==> src/rtl/alu_stage_mc.sv <==
// alu_stage_mc: execute stage with a pipeline register, operand-B select,
// a single-cycle ALU and an optional iterative unsigned multiplier.
// Define ALU_STAGE_MUL_EN to build the multiplier datapath and its FSM;
// without it, cop 1000 returns 0 in one cycle and busy is tied low.
module alu_stage_mc #(
  parameter int DATA_W  = 16,
  parameter int IMM_W   = 9,
  parameter int RADDR_W = 3,
  parameter int MUL_BPC = 1
) (
  input  logic               clk,
  input  logic               reset,
  input  logic               enable_alu,
  input  logic               in_valid,
  input  logic [DATA_W-1:0]  regA,
  input  logic [DATA_W-1:0]  regB,
  input  logic [3:0]         cop,
  input  logic [IMM_W-1:0]   inmediate,
  input  logic               word_access_from_decode,
  input  logic [DATA_W-1:0]  dataReg,
  input  logic [1:0]         ldSt_enable,
  input  logic [RADDR_W-1:0] destReg_addr,
  input  logic               we,
  input  logic [1:0]         bp_input,
  output logic [DATA_W-1:0]  alu_result,
  output logic               OVF,
  output logic               out_valid,
  output logic               busy,
  output logic               word_access,
  output logic [DATA_W-1:0]  dataReg_output,
  output logic [1:0]         ldSt_enable_output,
  output logic [RADDR_W-1:0] destReg_addr_output,
  output logic               we_output,
  output logic [1:0]         bp_output
);

  localparam int MSB = DATA_W - 1;

  localparam logic [3:0] COP_ADD  = 4'b0000;
  localparam logic [3:0] COP_SUB  = 4'b0001;
  localparam logic [3:0] COP_AND  = 4'b0010;
  localparam logic [3:0] COP_MOVI = 4'b0011;
  localparam logic [3:0] COP_OR   = 4'b0100;
  localparam logic [3:0] COP_XOR  = 4'b0101;
  localparam logic [3:0] COP_LD   = 4'b0110;
  localparam logic [3:0] COP_ST   = 4'b0111;
  localparam logic [3:0] COP_MUL  = 4'b1000;
  localparam logic [3:0] COP_AI_E = 4'b1110;
  localparam logic [3:0] COP_AI_F = 4'b1111;

  // Reject parameter sets the datapath cannot handle.
  if ((DATA_W % MUL_BPC) != 0 || IMM_W >= DATA_W) begin : g_bad_params
    $error("alu_stage_mc: MUL_BPC must divide DATA_W and IMM_W must be < DATA_W");
  end

  logic               load;
  logic               valid_reg;
  logic [DATA_W-1:0]  a_reg;
  logic [DATA_W-1:0]  b_reg;
  logic [3:0]         cop_reg;
  logic [IMM_W-1:0]   imm_reg;
  logic               word_access_reg;
  logic [DATA_W-1:0]  data_reg;
  logic [1:0]         ldst_reg;
  logic [RADDR_W-1:0] dest_reg;
  logic               we_reg;
  logic [1:0]         bp_reg;

  logic [DATA_W-1:0]  b_op;
  logic [DATA_W-1:0]  sum;
  logic [DATA_W-1:0]  diff;
  logic [DATA_W-1:0]  mul_result;
  logic               mul_ovf;
  logic               mul_run;

  // The stage only advances when the hazard unit allows and no multiply is running.
  assign load = enable_alu && !busy;

  // Pipeline register: capture the decoded instruction or hold it.
  always_ff @(posedge clk or negedge reset) begin
    if (!reset) begin
      valid_reg       <= 1'b0;
      a_reg           <= '0;
      b_reg           <= '0;
      cop_reg         <= '0;
      imm_reg         <= '0;
      word_access_reg <= 1'b0;
      data_reg        <= '0;
      ldst_reg        <= '0;
      dest_reg        <= '0;
      we_reg          <= 1'b0;
      bp_reg          <= '0;
    end else if (load) begin
      valid_reg       <= in_valid;
      a_reg           <= regA;
      b_reg           <= regB;
      cop_reg         <= cop;
      imm_reg         <= inmediate;
      word_access_reg <= word_access_from_decode;
      data_reg        <= dataReg;
      ldst_reg        <= ldSt_enable;
      dest_reg        <= destReg_addr;
      we_reg          <= we;
      bp_reg          <= bp_input;
    end
  end

  // Operand B: zero-extended immediate for immediate-form ops, register otherwise.
  always_comb begin
    case (cop_reg)
      COP_MOVI, COP_LD, COP_ST, COP_AI_E, COP_AI_F:
        b_op = {{(DATA_W-IMM_W){1'b0}}, imm_reg};
      default:
        b_op = b_reg;
    endcase
  end

  assign sum  = a_reg + b_op;
  assign diff = a_reg - b_op;

  // Result and overflow select; carry-out is dropped, OVF is signed overflow.
  always_comb begin
    alu_result = '0;
    OVF        = 1'b0;
    case (cop_reg)
      COP_ADD, COP_LD, COP_ST, COP_AI_E, COP_AI_F: begin
        alu_result = sum;
        OVF        = (a_reg[MSB] == b_op[MSB]) && (sum[MSB] != a_reg[MSB]);
      end
      COP_SUB: begin
        alu_result = diff;
        OVF        = (a_reg[MSB] != b_op[MSB]) && (diff[MSB] != a_reg[MSB]);
      end
      COP_AND:  alu_result = a_reg & b_op;
      COP_OR:   alu_result = a_reg | b_op;
      COP_XOR:  alu_result = a_reg ^ b_op;
      COP_MOVI: alu_result = b_op;
      COP_MUL: begin
        alu_result = mul_result;
        OVF        = mul_ovf;
      end
      default: begin
        alu_result = '0;
        OVF        = 1'b0;
      end
    endcase
  end

`ifdef ALU_STAGE_MUL_EN
  localparam int MUL_STEPS = DATA_W / MUL_BPC;
  localparam int CNT_W     = $clog2(MUL_STEPS + 1);

  typedef enum logic [1:0] {
    ST_IDLE,
    ST_RUN,
    ST_DONE
  } mul_state_t;

  mul_state_t          state_reg;
  mul_state_t          state_next;
  logic                mul_start;
  logic [2*DATA_W-1:0] acc_reg;
  logic [2*DATA_W-1:0] mcand_reg;
  logic [DATA_W-1:0]   mplier_reg;
  logic [CNT_W-1:0]    cnt_reg;
  logic [2*DATA_W-1:0] mul_partial;

  // Start on the same edge that captures a valid MUL, so operands come from the inputs.
  assign mul_start   = load && in_valid && (cop == COP_MUL);
  assign mul_partial = mcand_reg * {{(2*DATA_W-MUL_BPC){1'b0}}, mplier_reg[MUL_BPC-1:0]};

  // FSM state register.
  always_ff @(posedge clk or negedge reset) begin
    if (!reset) state_reg <= ST_IDLE;
    else        state_reg <= state_next;
  end

  // Next state: DONE behaves like IDLE so a following MUL can start with no bubble.
  always_comb begin
    state_next = state_reg;
    busy       = 1'b0;
    case (state_reg)
      ST_IDLE, ST_DONE: state_next = mul_start ? ST_RUN : ST_IDLE;
      ST_RUN: begin
        busy = 1'b1;
        if (cnt_reg == CNT_W'(1)) state_next = ST_DONE;
      end
      default: state_next = ST_IDLE;
    endcase
  end

  // Shift-and-add datapath: multiplicand shifts left, multiplier shifts right.
  always_ff @(posedge clk or negedge reset) begin
    if (!reset) begin
      acc_reg    <= '0;
      mcand_reg  <= '0;
      mplier_reg <= '0;
      cnt_reg    <= '0;
    end else if (mul_start) begin
      acc_reg    <= '0;
      mcand_reg  <= {{DATA_W{1'b0}}, regA};
      mplier_reg <= regB;
      cnt_reg    <= CNT_W'(MUL_STEPS);
    end else if (state_reg == ST_RUN) begin
      acc_reg    <= acc_reg + mul_partial;
      mcand_reg  <= mcand_reg << MUL_BPC;
      mplier_reg <= mplier_reg >> MUL_BPC;
      cnt_reg    <= cnt_reg - CNT_W'(1);
    end
  end

  assign mul_result = acc_reg[DATA_W-1:0];
  assign mul_ovf    = |acc_reg[2*DATA_W-1:DATA_W];
  assign mul_run    = (state_reg == ST_RUN);
`else
  assign busy       = 1'b0;
  assign mul_result = '0;
  assign mul_ovf    = 1'b0;
  assign mul_run    = 1'b0;
`endif

  // Forwarded fields; side-effecting controls are squashed for bubbles and while multiplying.
  assign out_valid           = valid_reg && !mul_run;
  assign we_output           = we_reg && out_valid;
  assign ldSt_enable_output  = out_valid ? ldst_reg : 2'b00;
  assign word_access         = word_access_reg;
  assign dataReg_output      = data_reg;
  assign destReg_addr_output = dest_reg;
  assign bp_output           = bp_reg;

endmodule

==> config.mk <==
export PLATFORM = sky130hd
export DESIGN_NAME = alu_stage_mc
export DESIGN_NICKNAME = d
export VERILOG_FILES = /design/src/rtl/alu_stage_mc.sv
export SDC_FILE = /design/constraint.sdc
export NUM_CORES = 1
export LEC_CHECK = 0
export ABC_AREA = 1
export BUFFER_PORTS_ARGS = -buffer_cell sky130_fd_sc_hd__buf_2
export CORE_UTILIZATION = 36
export DETAILED_ROUTE_END_ITERATION = 10
export REMOVE_ABC_BUFFERS = 1
export SYNTH_ARGS = -nofsm -noshare
export SYNTH_HDL_FRONTEND = slang
export SYNTH_SLANG_ARGS = --single-unit
export TNS_END_PERCENT = 10
==> constraint.sdc <==
create_clock -name clk -period 4.4 [get_ports clk]
set_input_delay 0.88 -clock clk [delete_from_list [all_inputs] [get_ports clk]]
set_output_delay 0.88 -clock clk [all_outputs]
set_load 0.02 [all_outputs]
-- Word level (Yosys, flattened, before mapping)
Cells that the tools add are included.
- add/sub/neg operators: 2
- reductions and logical operators: 6
- multiplexer cells: 4
- bitwise gates (word level): 3
- equality and inequality tests: 13
- operator list (operator ; count):
    one-hot mux 16 bit (6 select lines) ; 1
    adder 16 bit ; 1
    bitwise AND 16 bit ; 1
    equality test 4 x 3 -> 1 bit, second input constant ; 4
    2-to-1 mux 16 bit ; 1
    bitwise OR 16 bit ; 1
    subtractor 16 bit ; 1
    bitwise XOR 16 bit ; 1
    OR reduction 5 bit ; 2
    equality test 4 x 2 -> 1 bit, second input constant ; 2
    equality test 4 bit, second input constant ; 2
    equality test 4 x 1 -> 1 bit, second input constant ; 1
    zero test 4 bit ; 1
    logical AND 1 bit ; 3
    inequality test 1 bit ; 3
    2-to-1 mux 2 bit ; 1
    one-hot mux 1 bit (2 select lines) ; 1
    equality test 1 bit ; 1
- bits of input ports: 74
- word-level logic and storage cells: 39
- register bits: 71

-- Logic depth before layout (Yosys ltp)
- word-level depth: 7
- mapped depth: 21

-- Worst setup path after synthesis
OpenSTA, ideal clock, no wires.
- path type: register to output
- start point: register cop_reg[0]
- end point: output port alu_result[6]
- arrival: 2.555 ns
- cell stages (with the launch flop): 18
- data required time: 3.520 ns
- path buffers: 2
- slack: 0.965 ns
- path through: dfrtp_1 -> buf_4 -> nand3_4 -> inv_2 -> nor2_4 -> inv_4 -> buf_6 -> nand2_1 -> o21ai_2 -> ha_1 -> fa_1 -> nand2_1 -> o21ai_2 -> nand2_1 -> nand2_1 -> or2_2 -> nand3_1 -> nand3_1
- word-level cells in the longest chain between the ends: 5
- elaborated cells on any way between the ends: 19
- those cells by class: add/sub: 2; eq/ne: 9; mux: 2; bitwise: 3; reduce/logical: 3
- RTL lines (what ; RTL line ; RTL):
    from (decl) ; 60 ; logic [3:0] cop_reg;
    from (signal assigned) ; 97 ; cop_reg <= cop;
    equality test 4 x 2 -> 1 bit, or another cell as far along ; 110, 125 ;
    OR reduction 5 bit ; 110 ; case (cop_reg)
    2-to-1 mux 16 bit ; 110 ;
    subtractor 16 bit, or another cell as far along ; 119 ; assign diff = a_reg - b_op;
    one-hot mux 16 bit (6 select lines) * ; 125 ; case (cop_reg)
    to (decl) ; 25 ; output logic [DATA_W-1:0] alu_result,
Mark *: on every way between the ends. The rest lies on a longest branch, timed or not.

-- Worst setup path after layout
Same ends and word-level chain as after synthesis.

==> results.md <==
Status:
- The run finished, with violations left.
- The checks that failed: design-rule violations.

Flow run:
- The max-cap violation count is 0.

Timing:
- Measured against its own limit, the worst slew margin works out to 0.3900.
- The minimum clock period after layout is 4.234 ns.
- The slew of the pin with the lowest slew margin is 0.9149 ns.
- The max-slew violation total from the final report is 0.
- The hold slack is 0.5018 ns.
- The achievable frequency is 0.2362 GHz.
- The number of endpoints with negative hold slack in the final report came to 0.
- The total setup violations reported at the end of the flow is 0.
- Dividing the final minimum period by the clock period gives 0.9622.
- Clock skew on the completed layout was measured at 0 ns.
- The post-route setup TNS is 0 ns.

Drt:
- After detailed routing, the number of remaining DRC violations is 2.
- The total vias in the final route is 5118.
- The number of nets still failing antenna checks after routing is 0.
- In the routed layout, each cell is associated on average with a via count of 5.057.
- The total detailed-routing wirelength is 14930 µm.
- The first-pass iteration count of the detailed router is 8.
- The mean routed wirelength per cell is 14.76 µm.
- The first routing iteration left 278 violations.

Power and ir drop:
- The share of total power consumed by net switching is 0.3850.
- The share of total power dissipated in sequential elements is 0.296.
- Internal power comes to 0.001573 W.
- The net switching power is 0.0009844 W.
- The analysis attributes to cell leakage a power of 3.423 nW.
- Of the total power, combinational logic draws 0.385.
- Power spread over the standard cell area amounts to 383.2 nW/µm².
- The clock group share of total power is 0.319.
- IR analysis of the VDD net gives a maximum drop of 0.1983 mV.

Clock network:
- The clock tree from TritonCTS is built.
- At the later pin of the worst-skew pair, clock insertion delay measures 0.34 ns.
- The root buffer cell chosen for the clock tree is sky130_fd_sc_hd__clkbuf_16.
- The number of clock buffers added by TritonCTS is 9.
- After clock tree synthesis, the flow added hold-fix buffers numbering 0.
- The clock net sink count is 71.
- The maximum number of buffers from clock root to sink is 2.
- The clock transition at the registers of the reported paths is 0.06 ns.
- The H-tree depth reported by CTS is 3.

Layout:
- The diode insertion count for antenna repair is 0.
- The library cells used most frequently in the layout, excluding fill and tap cells, are sky130_fd_sc_hd__nand2_1 (142), sky130_fd_sc_hd__buf_2 (114), sky130_fd_sc_hd__inv_1 (72), sky130_fd_sc_hd__dfrtp_1 (69), sky130_fd_sc_hd__nand3_1 (68).
- The net total in the final layout is 952.
- The number of filler instances in the final layout is 1560.
- Compared with the post-synthesis result, the final layout area differs by 20.30%.
- The final design utilization is 0.4406.
- Of the cells placed in the final design, the portion with a size suffix greater than 1 is 0.3095.
- Leaving out fill and tap cells, the most frequent cell in the layout is sky130_fd_sc_hd__nand2_1.

Floorplan:
- The count of pins on the block boundary is 118.
- Row generation in the floorplan step produced 45 rows.
- The initial standard-cell utilization of the core is 0.3663.
- The die is 126.1 µm tall.
- The total core area is 15150 µm².
- The width of the die is 126.1 µm.
- The floorplan step defined a die boundary enclosing 15910 µm².

Synthesis:
- The total of flip-flops plus latches after synthesis is 71.
- Yosys attributes the largest share of cell area to sky130_fd_sc_hd__dfrtp_1 (32%), sky130_fd_sc_hd__ha_1 (13%), sky130_fd_sc_hd__nand2_1 (9.9%).
- The complex-gate fraction of the synthesized area is 0.1430.
- The biggest area contributor in the post-synthesis netlist is sky130_fd_sc_hd__dfrtp_1.
- After synthesis, the share of cell area in mux cells is 0.06698.
- The main combinational cell family by area after synthesis is simple AND/OR/NAND/NOR gates.
- Yosys printed 0 warnings.
- Yosys mapped a number of flops with a built-in enable equal to 0.
- The share of synthesized area in the top cell type comes to 0.3203.
- Of all flip-flops after synthesis, the portion carrying an async set or reset was 1.000.
- The proportion of synthesized chip area in sequential cells is 0.3203.
- A synthesized cell averages 7.825 µm².
- The count of cell types in the netlist is 42.
- After synthesis the cells add up to 5548 µm².
- The xor and xnor area share after synthesis is 0.
- The most used flip-flop cell after synthesis is sky130_fd_sc_hd__dfrtp_1.
- Of the total synthesized cell area, the portion taken by full adders, half adders and majority gates is 0.1358.
- Of the total synthesized cell area, the portion taken by AND, OR, NAND and NOR gates is 0.2375.
- The post-synthesis cell count is 709.

Global route:
- The met3 global-route usage is 0.03781.
- Entering global routing, the biggest net connects 72 pins.
- The first global-routing pass estimated 24700 µm of wire.
- The initial antenna violation count came to 0.
- For this run the aggregate overflow at the end of global routing stands at 0.
- The via count of the first global-routing pass is 4952.
- In this run the most used layer during global routing was met2.
- Across every metal layer, demand over resource in global routing totals 0.1959.
- For met2 alone, demand over resource in global routing was 0.3130.
- The met1 usage in global routing is 0.2648.

Place:
- Detailed placement finished with a half-perimeter wire length of 10910 µm.
- The quantity of I/O buffers inserted on ports is 116.
- The last weighted congestion value of the routability-driven placer is 0.9142.

Critical path:
- STA classifies the critical path startpoint as a register.
- The data required time of the critical path is 3.52 ns.
- The kind of capture point of the worst setup path is an output port.
- The maximum fanout encountered on the critical timing path is 12.
- The start-to-end type of the worst setup path is register to output port.
- STA puts the critical path data arrival time at 3.35 ns.

Worst hold path:
- The path class of the lowest-slack min-delay path is register to register.
logic make-up (layout without fill, tap and decap cells):
group,after synthesis,in the layout
and+or+nand+nor,290,290
adders and majority gates,59,59
muxes,33,33
DFF,71,71
buffers and inverters,126,241
other,1,1
AOI/OAI and AO/OA,129,129
per-stage QoR:
stage	power, W	cell area, µm²	cells	worst slack (ns)
floorplan	0.001425	5398	684	0.9233
global placement	0.001717	6246	990	0.4584
detailed placement	0.001722	6246	990	0.3765
CTS	0.002561	6580	1006	0.07179
global route	0.002731	6674	1012	-0.03501
finish	0.002557	6674	1012	0.1665
power groups by stage:
stage | Clock, W | Combinational, W | Sequential, W
final | 0.000816 | 0.000984 | 0.000758
after detailed placement | 0 | 0.000953 | 0.000769
after global routing | 0.000863 | 0.00110 | 0.000768
after floorplan | 0 | 0.000637 | 0.000788
after global placement | 0 | 0.000949 | 0.000768
after CTS | 0.000843 | 0.000960 | 0.000758
path summary, 6_finish.rpt:
check	from	endpoint	slack (ns)	cells after the start
worst max-delay path	cop_reg[0]	alu_result[6]	0.17	16
worst min-delay path	dataReg_output[7]	dataReg_output[7]	0.50	1
worst max register to register	cop_reg[0]	cop_reg[0]	3.52	1
worst min register to register	dataReg_output[7]	dataReg_output[7]	0.50	1
max in group asynchronous	reset	cop_reg[0]	3.09	1
min in group asynchronous	reset	dataReg_output[15]	0.67	1
final cells by class:
cell class,instances,area (µm²),area share
inverter,101,394.1,0.05906
tap,188,235.2,0.03525
sequential,71,1779,0.2666
multi-input combinational,512,3272,0.4903
timing repair buffer,123,650.6,0.09749
timing repair inverter,1,11.26,0.001687
clock buffer,10,239.0,0.03581
clock inverter,6,92.59,0.01387
critical path: stages (launching register included):
cell and delay (ns):
sky130_fd_sc_hd__dfrtp_2 0.48, sky130_fd_sc_hd__nand3_4 0.16, sky130_fd_sc_hd__inv_4 0.07, sky130_fd_sc_hd__nor2_4 0.21
sky130_fd_sc_hd__clkinv_8 0.15, sky130_fd_sc_hd__nand2_1 0.12, sky130_fd_sc_hd__o21ai_2 0.08, sky130_fd_sc_hd__ha_1 0.24
sky130_fd_sc_hd__fa_1 0.42, sky130_fd_sc_hd__nand2_1 0.15, sky130_fd_sc_hd__o21ai_4 0.09, sky130_fd_sc_hd__nand2_1 0.07
sky130_fd_sc_hd__nand2_1 0.09, sky130_fd_sc_hd__or2_2 0.30, sky130_fd_sc_hd__nand3_1 0.07, sky130_fd_sc_hd__nand3_1 0.10
sky130_fd_sc_hd__buf_2 0.19
synthesized netlist by cell type (4+ instances only):
| library cell | count |
|---|---|
| sky130_fd_sc_hd__a21oi_1 | 30 |
| sky130_fd_sc_hd__nor2_1 | 31 |
| sky130_fd_sc_hd__nor3_1 | 5 |
| sky130_fd_sc_hd__a21oi_2 | 5 |
| sky130_fd_sc_hd__nor2_2 | 12 |
| sky130_fd_sc_hd__nand2_2 | 9 |
| sky130_fd_sc_hd__o21ai_2 | 9 |
| sky130_fd_sc_hd__o22ai_1 | 14 |
| sky130_fd_sc_hd__clkbuf_1 | 5 |
| sky130_fd_sc_hd__buf_2 | 9 |
| sky130_fd_sc_hd__ha_1 | 57 |
| sky130_fd_sc_hd__buf_4 | 6 |
| sky130_fd_sc_hd__o21bai_1 | 5 |
| sky130_fd_sc_hd__dfrtp_1 | 71 |
| sky130_fd_sc_hd__o21ai_0 | 46 |
| sky130_fd_sc_hd__inv_1 | 72 |
| sky130_fd_sc_hd__a21o_1 | 4 |
| sky130_fd_sc_hd__mux2_2 | 33 |
| sky130_fd_sc_hd__inv_2 | 28 |
| sky130_fd_sc_hd__nand4_1 | 7 |
| sky130_fd_sc_hd__nand3_1 | 68 |
| sky130_fd_sc_hd__o21ai_1 | 4 |
| sky130_fd_sc_hd__nand2_1 | 146 |
metal layers:
metal	part of all wire	up-vias
met5	0	-
met4	0.014	0
met3	0.059	11
met2	0.44	166
met1	0.48	2383
li1	-	2558
what timing repair did:
action,in CTS,in global routing
hold endpoints to repair,0,0
resized for setup,1,13
pin swaps,0,1
endpoints found under the setup margin,2,13
buffers inserted,0,5
cloned,0,1
(Power assumes the default switching activity.)
